<file path="src/rtl/lpddr4_refresher_if.sv">
// Command-port bundle between the refresher and the 8-bank command multiplexer.
// The refresher is the master; the multiplexer answers with cmd_ready.
interface lpddr4_refresher_if #(
  parameter int ADDR_W = 17,
  parameter int BA_W   = 3
);
  logic              cmd_valid;
  logic              cmd_ready;
  logic              cmd_first;
  logic              cmd_last;
  logic [ADDR_W-1:0] cmd_payload_a;
  logic [BA_W-1:0]   cmd_payload_ba;
  logic              cmd_payload_cas;
  logic              cmd_payload_ras;
  logic              cmd_payload_we;

  modport master (
    output cmd_valid, cmd_first, cmd_last,
    output cmd_payload_a, cmd_payload_ba,
    output cmd_payload_cas, cmd_payload_ras, cmd_payload_we,
    input  cmd_ready
  );

  modport slave (
    input  cmd_valid, cmd_first, cmd_last,
    input  cmd_payload_a, cmd_payload_ba,
    input  cmd_payload_cas, cmd_payload_ras, cmd_payload_we,
    output cmd_ready
  );
endinterface

</file>
<file path="src/rtl/lpddr4_refresher.sv">
// Periodic LPDDR4 refresh generator: counts tREFI intervals, tracks owed refreshes,
// and runs PRECHARGE-ALL / tRP / REFRESH / tRFC sequences on the multiplexer port.
module lpddr4_refresher #(
  parameter int ADDR_W   = 17,
  parameter int BA_W     = 3,
  parameter int MAX_PEND = 8
) (
  input  logic                 clk,
  input  logic                 rst,
  input  logic                 refresh_en,
  input  logic [15:0]          tREFI_cfg,
  input  logic [7:0]           tRP_cfg,
  input  logic [9:0]           tRFC_cfg,
  lpddr4_refresher_if.master   cmd,
  output logic [3:0]           pending,
  output logic                 refresh_busy
);

  typedef enum logic [2:0] {
    IDLE, REQ, PRE, WAIT_RP, REF, WAIT_RFC, DONE
  } state_t;

  localparam logic [3:0] PEND_MAX = 4'(MAX_PEND);

  state_t            state_q, state_d;
  logic [9:0]        wait_q, wait_d;
  logic [15:0]       refi_cnt;
  logic              tick;
  logic              done;
  logic [ADDR_W-1:0] a_c;

  assign tick = refresh_en && (refi_cnt == '0);
  assign done = (state_q == DONE);

  always_ff @(posedge clk) begin
    if (rst) begin
      refi_cnt <= tREFI_cfg - 16'd1;
    end else if (refresh_en) begin
      if (tick) refi_cnt <= tREFI_cfg - 16'd1;
      else      refi_cnt <= refi_cnt - 16'd1;
    end
  end

  // A tick coinciding with DONE cancels out; a tick at saturation is dropped.
  always_ff @(posedge clk) begin
    if (rst) begin
      pending <= '0;
    end else if (tick && !done && (pending != PEND_MAX)) begin
      pending <= pending + 4'd1;
    end else if (done && !tick) begin
      pending <= pending - 4'd1;
    end
  end

  always_ff @(posedge clk) begin
    if (rst) begin
      state_q <= IDLE;
      wait_q  <= '0;
    end else begin
      state_q <= state_d;
      wait_q  <= wait_d;
    end
  end

  always_comb begin
    state_d             = state_q;
    wait_d              = wait_q;
    a_c                 = '0;
    cmd.cmd_valid       = 1'b0;
    cmd.cmd_first       = 1'b0;
    cmd.cmd_last        = 1'b0;
    cmd.cmd_payload_cas = 1'b0;
    cmd.cmd_payload_ras = 1'b0;
    cmd.cmd_payload_we  = 1'b0;
    unique case (state_q)
      IDLE: begin
        if (pending != '0) state_d = REQ;
      end
      REQ: begin
        cmd.cmd_valid = 1'b1;
        if (cmd.cmd_ready) state_d = PRE;
      end
      PRE: begin
        cmd.cmd_valid       = 1'b1;
        cmd.cmd_first       = 1'b1;
        cmd.cmd_payload_ras = 1'b1;
        cmd.cmd_payload_we  = 1'b1;
        a_c[10]             = 1'b1;
        wait_d              = {2'b00, tRP_cfg} - 10'd1;
        state_d             = WAIT_RP;
      end
      WAIT_RP: begin
        cmd.cmd_valid = 1'b1;
        if (wait_q == '0) state_d = REF;
        else              wait_d  = wait_q - 10'd1;
      end
      REF: begin
        cmd.cmd_valid       = 1'b1;
        cmd.cmd_payload_ras = 1'b1;
        cmd.cmd_payload_cas = 1'b1;
        wait_d              = tRFC_cfg - 10'd1;
        state_d             = WAIT_RFC;
      end
      WAIT_RFC: begin
        cmd.cmd_valid = 1'b1;
        if (wait_q == '0) state_d = DONE;
        else              wait_d  = wait_q - 10'd1;
      end
      DONE: begin
        cmd.cmd_valid = 1'b1;
        cmd.cmd_last  = 1'b1;
        state_d       = IDLE;
      end
      default: state_d = IDLE;
    endcase
  end

  assign cmd.cmd_payload_a  = a_c;
  assign cmd.cmd_payload_ba = {BA_W{1'b0}};
  assign refresh_busy       = (state_q != IDLE);

endmodule

</file>
<file path="src/flat_wrapper.sv">
// flat-port wrapper written by rule: the top's interface ports become plain ports
module lpddr4_refresher_flat 
#(
  parameter int ADDR_W   = 17,
  parameter int BA_W     = 3,
  parameter int MAX_PEND = 8
)
  (clk, rst, refresh_en, tREFI_cfg, tRP_cfg, tRFC_cfg, pending, refresh_busy, cmd_cmd_valid, cmd_cmd_first, cmd_cmd_last, cmd_cmd_payload_a, cmd_cmd_payload_ba, cmd_cmd_payload_cas, cmd_cmd_payload_ras, cmd_cmd_payload_we, cmd_cmd_ready);
  lpddr4_refresher_if #(.ADDR_W(ADDR_W), .BA_W(BA_W)) cmd_i ();
  input  logic clk;
  input  logic rst;
  input  logic refresh_en;
  input  logic [15:0] tREFI_cfg;
  input  logic [7:0] tRP_cfg;
  input  logic [9:0] tRFC_cfg;
  output logic [3:0] pending;
  output logic refresh_busy;
  output wire logic [$bits(cmd_i.cmd_valid)-1:0] cmd_cmd_valid;
  output wire logic [$bits(cmd_i.cmd_first)-1:0] cmd_cmd_first;
  output wire logic [$bits(cmd_i.cmd_last)-1:0] cmd_cmd_last;
  output wire logic [$bits(cmd_i.cmd_payload_a)-1:0] cmd_cmd_payload_a;
  output wire logic [$bits(cmd_i.cmd_payload_ba)-1:0] cmd_cmd_payload_ba;
  output wire logic [$bits(cmd_i.cmd_payload_cas)-1:0] cmd_cmd_payload_cas;
  output wire logic [$bits(cmd_i.cmd_payload_ras)-1:0] cmd_cmd_payload_ras;
  output wire logic [$bits(cmd_i.cmd_payload_we)-1:0] cmd_cmd_payload_we;
  input wire logic [$bits(cmd_i.cmd_ready)-1:0] cmd_cmd_ready;
  assign cmd_cmd_valid = cmd_i.cmd_valid;
  assign cmd_cmd_first = cmd_i.cmd_first;
  assign cmd_cmd_last = cmd_i.cmd_last;
  assign cmd_cmd_payload_a = cmd_i.cmd_payload_a;
  assign cmd_cmd_payload_ba = cmd_i.cmd_payload_ba;
  assign cmd_cmd_payload_cas = cmd_i.cmd_payload_cas;
  assign cmd_cmd_payload_ras = cmd_i.cmd_payload_ras;
  assign cmd_cmd_payload_we = cmd_i.cmd_payload_we;
  assign cmd_i.cmd_ready = cmd_cmd_ready;
  lpddr4_refresher #(.ADDR_W(ADDR_W), .BA_W(BA_W), .MAX_PEND(MAX_PEND)) u_core (.clk(clk), .rst(rst), .refresh_en(refresh_en), .tREFI_cfg(tREFI_cfg), .tRP_cfg(tRP_cfg), .tRFC_cfg(tRFC_cfg), .cmd(cmd_i), .pending(pending), .refresh_busy(refresh_busy));
endmodule
</file>
<file path="config.mk">
export PLATFORM = sky130hd
export DESIGN_NAME = lpddr4_refresher_flat
export DESIGN_NICKNAME = d
export VERILOG_FILES = /design/src/rtl/lpddr4_refresher_if.sv /design/src/rtl/lpddr4_refresher.sv /design/src/flat_wrapper.sv
export SDC_FILE = /design/constraint.sdc
export NUM_CORES = 1
export LEC_CHECK = 0
export BUFFER_PORTS_ARGS = -buffer_cell sky130_fd_sc_hd__buf_2
export CAP_MARGIN = 25
export CORE_MARGIN = 2
export CORE_UTILIZATION = 47
export CTS_CLUSTER_DIAMETER = 30
export CTS_CLUSTER_SIZE = 24
export DETAILED_ROUTE_END_ITERATION = 8
export PLACE_DENSITY = 0.78
export REMOVE_ABC_BUFFERS = 1
export SYNTH_ARGS = -nofsm -noshare
export SYNTH_HDL_FRONTEND = slang
export SYNTH_SLANG_ARGS = --single-unit
</file>
<file path="constraint.sdc">
create_clock -name clk -period 2.5 [get_ports clk]
set_input_delay 0.5 -clock clk [delete_from_list [all_inputs] [get_ports clk]]
set_output_delay 0.5 -clock clk [all_outputs]
set_load 0.03 [all_outputs]
</file>
==> impl_metrics.toml <==
[status]
status = "finished, final reports clean"

[min_path]
worstHoldStart = "u_core.pending[2]$_SDFFE_PP0P_"
hold_path_depth = 2
whs_endpoint = "u_core.pending[2]$_SDFFE_PP0P_"
hp-class = "reg -> reg"

[drt]
drc = 0
ant_nets = 0
wl_per_cell_um = 13.60
wirelength_um = 6758
routed_via_density = 5.495
drt_iter0_markers = 252
vias = 2731
dr.pass1.iters = 5

[worst_setup_path]
worstSetupPathType = "reg -> reg"
crit_path_end_kind = "register"
crit_fanout = 3
critPathTopFamily = "simple AND/OR/NAND/NOR gates"
cp_num_buf_inv = 2
cp_cell_sequence = "inv_2 > ha_4 > or4bb_4 > nor3_4 > nand3_2 > ha_1 > a21o_1 > a21oi_2 > buf_4 > nand2_1 > o2bb2ai_2 > nor3_2"
cp_data_arrival_time_ns = 2.67
max_stage_delay_ns = 0.46
crit_slowest_cell = "or4bb_4"
regToRegEndpoint = "u_core.pending[3]$_SDFFE_PP0P_"
required_ns = 2.68
rr_worst_depth = 12
startpoint = "u_core.refi_cnt[0]$_DFFE_PP_"
reg2reg_from = "u_core.refi_cnt[0]$_DFFE_PP_"
r2r_setup_slack_ns = 0.003
start_kind = "register"

[cts]
cts_tree = "yes"
cts.sinks = 33
cts_buffers = 5
clkSlewWorstSetupHoldPaths_ns = 0.07
cts_max_path_buffers = 2
htreeDepth = 2
root_buffer = "clkbuf_8"
clkLatencyLatePin_ns = 0.29
cts_hold_buf = 0

[die]
initial_core_util_pct = 48.75
row_count = 28
fp.dieW_um = 82.37
io_pins = 69
die_y_um = 82.37
fp.dieArea_um2 = 6784
core_um2 = 5921

[sta]
finClkSkew_ns = 0.005161
layout_setup_ws_ns = 0.003207
rsz0062_at_grt = "true"
hold_viol_final = 0
finalCritPeriodShare_pct = 99.87
max_freq_ghz = 0.4005
slew_headroom_pct = 57.04
drv_slew = 0
fin_hold_ws_ns = 0.5019
fin_crit_ns = 2.497
report.final.setup_viol = 0
worstMarginPinSlew_ns = 0.6444

[global_routing]
antenna_found_initial = 0
grt_pass1_vias = 2534
grt_max_degree = 25
grt_util_all_layers_pct = 20.87
grt_overflow = 0
grt_pass1_wl_um = 11070

[finish]
area_delta_synth_final_pct = 20.50
fin_nets = 467
antenna_cells = 0
final_area_um2 = 3478
layout_commonest_cell = "buf_2"
mostFrequentLayoutCells = "buf_2, nor2_1, buf_4"
layout-drive-gt1-share_pct = 25.36

[placement]
place.gp.congestion = 0.9126
portBuffers = 49
dp_hpwl_um = 5166
place_area_um2 = 3279
dp_slack_ns = -0.1045

[logic_synthesis]
syn_area_per_cell_um2 = 8.247
ys_types = 57
ys.flop_type = "dfxtp_1"
synth_top_area_cell = "edfxtp_1"
seq_area_frac_synth_pct = 28.44
synth_edf_count = 16
netlist_instances = 350
synthMuxAreaShare_pct = 4.161
synthSimpleGateAreaFrac_pct = 27.09
yosys.area.top_type_share_pct = 16.64
ys_ff_latch = 33
synth_xor_xnor_area_share_pct = 13.35
synth-adder-area-share_pct = 3.728
async_flop_share_pct = 0
synth_area_um2 = 2887
yosys-top-cells-area = "edfxtp_1, dfxtp_1, xnor2_1"
yosysWarnings = 0
synth_compound_gate_area_share_pct = 14.04
synth_top_family_by_area = "simple AND/OR/NAND/NOR gates"

[power]
power.leakage_nw = 1.474
ir_worst_vdd_v = 0.0002700
power_per_cell_area_nw_per_um2 = 420.0

[run]
max_cap_violations = 0
[through the flow]
stage          cells  total power [mW]  TNS [ns]  utilization, %
2_1_floorplan    336            0.8088   -0.2936               -
3_3_place_gp     485            0.9051  -0.04502           55.39
3_5_place_dp     485            0.9150   -0.1151           55.39
4_1_cts          494             1.455         0           57.76
5_1_grt          497             1.530   -0.1170           58.75
6_report         497             1.461         0           58.75
[worst max path at each step]
stage / to / slack, ns / cells past startpoint
2_1_floorplan: u_core.pending[3]$_SDFFE_PP0P_ / -0.15 / 9
3_3_place_gp: u_core.pending[3]$_SDFFE_PP0P_ / -0.05 / 11
3_5_place_dp: u_core.pending[3]$_SDFFE_PP0P_ / -0.10 / 11
4_1_cts: u_core.pending[3]$_SDFFE_PP0P_ / 0.002 / 12
5_1_grt: u_core.pending[3]$_SDFFE_PP0P_ / -0.11 / 12
6_report: u_core.pending[3]$_SDFFE_PP0P_ / 0.003 / 12
[power breakdown]
group	switching, mW	internal, mW
sequential	0.0245	0.607
clock	0.217	0.324
combinational	0.169	0.120
[per-layer routing]
layer	wire length [um]	global-route usage, %	vias to the layer above
met3	405	4.565	5
met2	3483	37.34	89
met4	46	6.000	0
li1	-	-	1373
met5	0	0	-
met1	2821	24.93	1264
[worst register-to-register path: cells and delay by family (launching register included)]
family,cells,cell delay [ns]
AOI/OAI and AO/OA,3,0.52
buffers and inverters,2,0.24
DFF,1,0.40
and+or+nand+nor,5,0.83
adders and majority gates,2,0.40
[what timing repair did]
| item | CTS | global route |
|---|---|---|
| setup endpoints to repair | 1 | 5 |
| cloned | 0 | 0 |
| gates resized for setup | 3 | 10 |
| pin swaps | 0 | 3 |
| setup buffers | 1 | 3 |
[cell usage after synthesis, drive strengths merged (4+ instances only)]
library cell and count:
ha 7, inv 15, nand2 26, a21oi 18, buf 26, dfxtp 17
nor3 17, or4 8, edfxtp 16, nor2 37, nand4 6, o21ai 10
a31oi 4, or3 5, clkbuf 6, nor4 13, mux2i 12, nand3 9
xnor2 26, xor2 18, nand2b 5
[cells by family after synthesis]
logic type	Yosys count
other	1
adders and majority gates	8
buffers and inverters	47
xor gates and xnor gates	44
and+or+nand+nor	144
muxes	12
DFF	33
AOI/OAI and AO/OA	61
[state kept, by name, indices dropped and copies added, names as in the netlist]
signal / cells
u_core.pending: 4
u_core.refi_cnt: 16
u_core.state_q: 3
u_core.wait_q: 10
[area by class of cell]
| cell class | count | area (um2) |
|---|---|---|
| timing repair buffer | 78 | 470.5 |
| sequential | 33 | 820.8 |
| tap | 75 | 93.84 |
| clock inverter | 2 | 37.54 |
| multi-input combinational | 288 | 1917 |
| fill | 544 | 2442 |
| clock buffer | 6 | 82.58 |
| inverter | 15 | 56.30 |
Power figures use the tool's default switching activity.
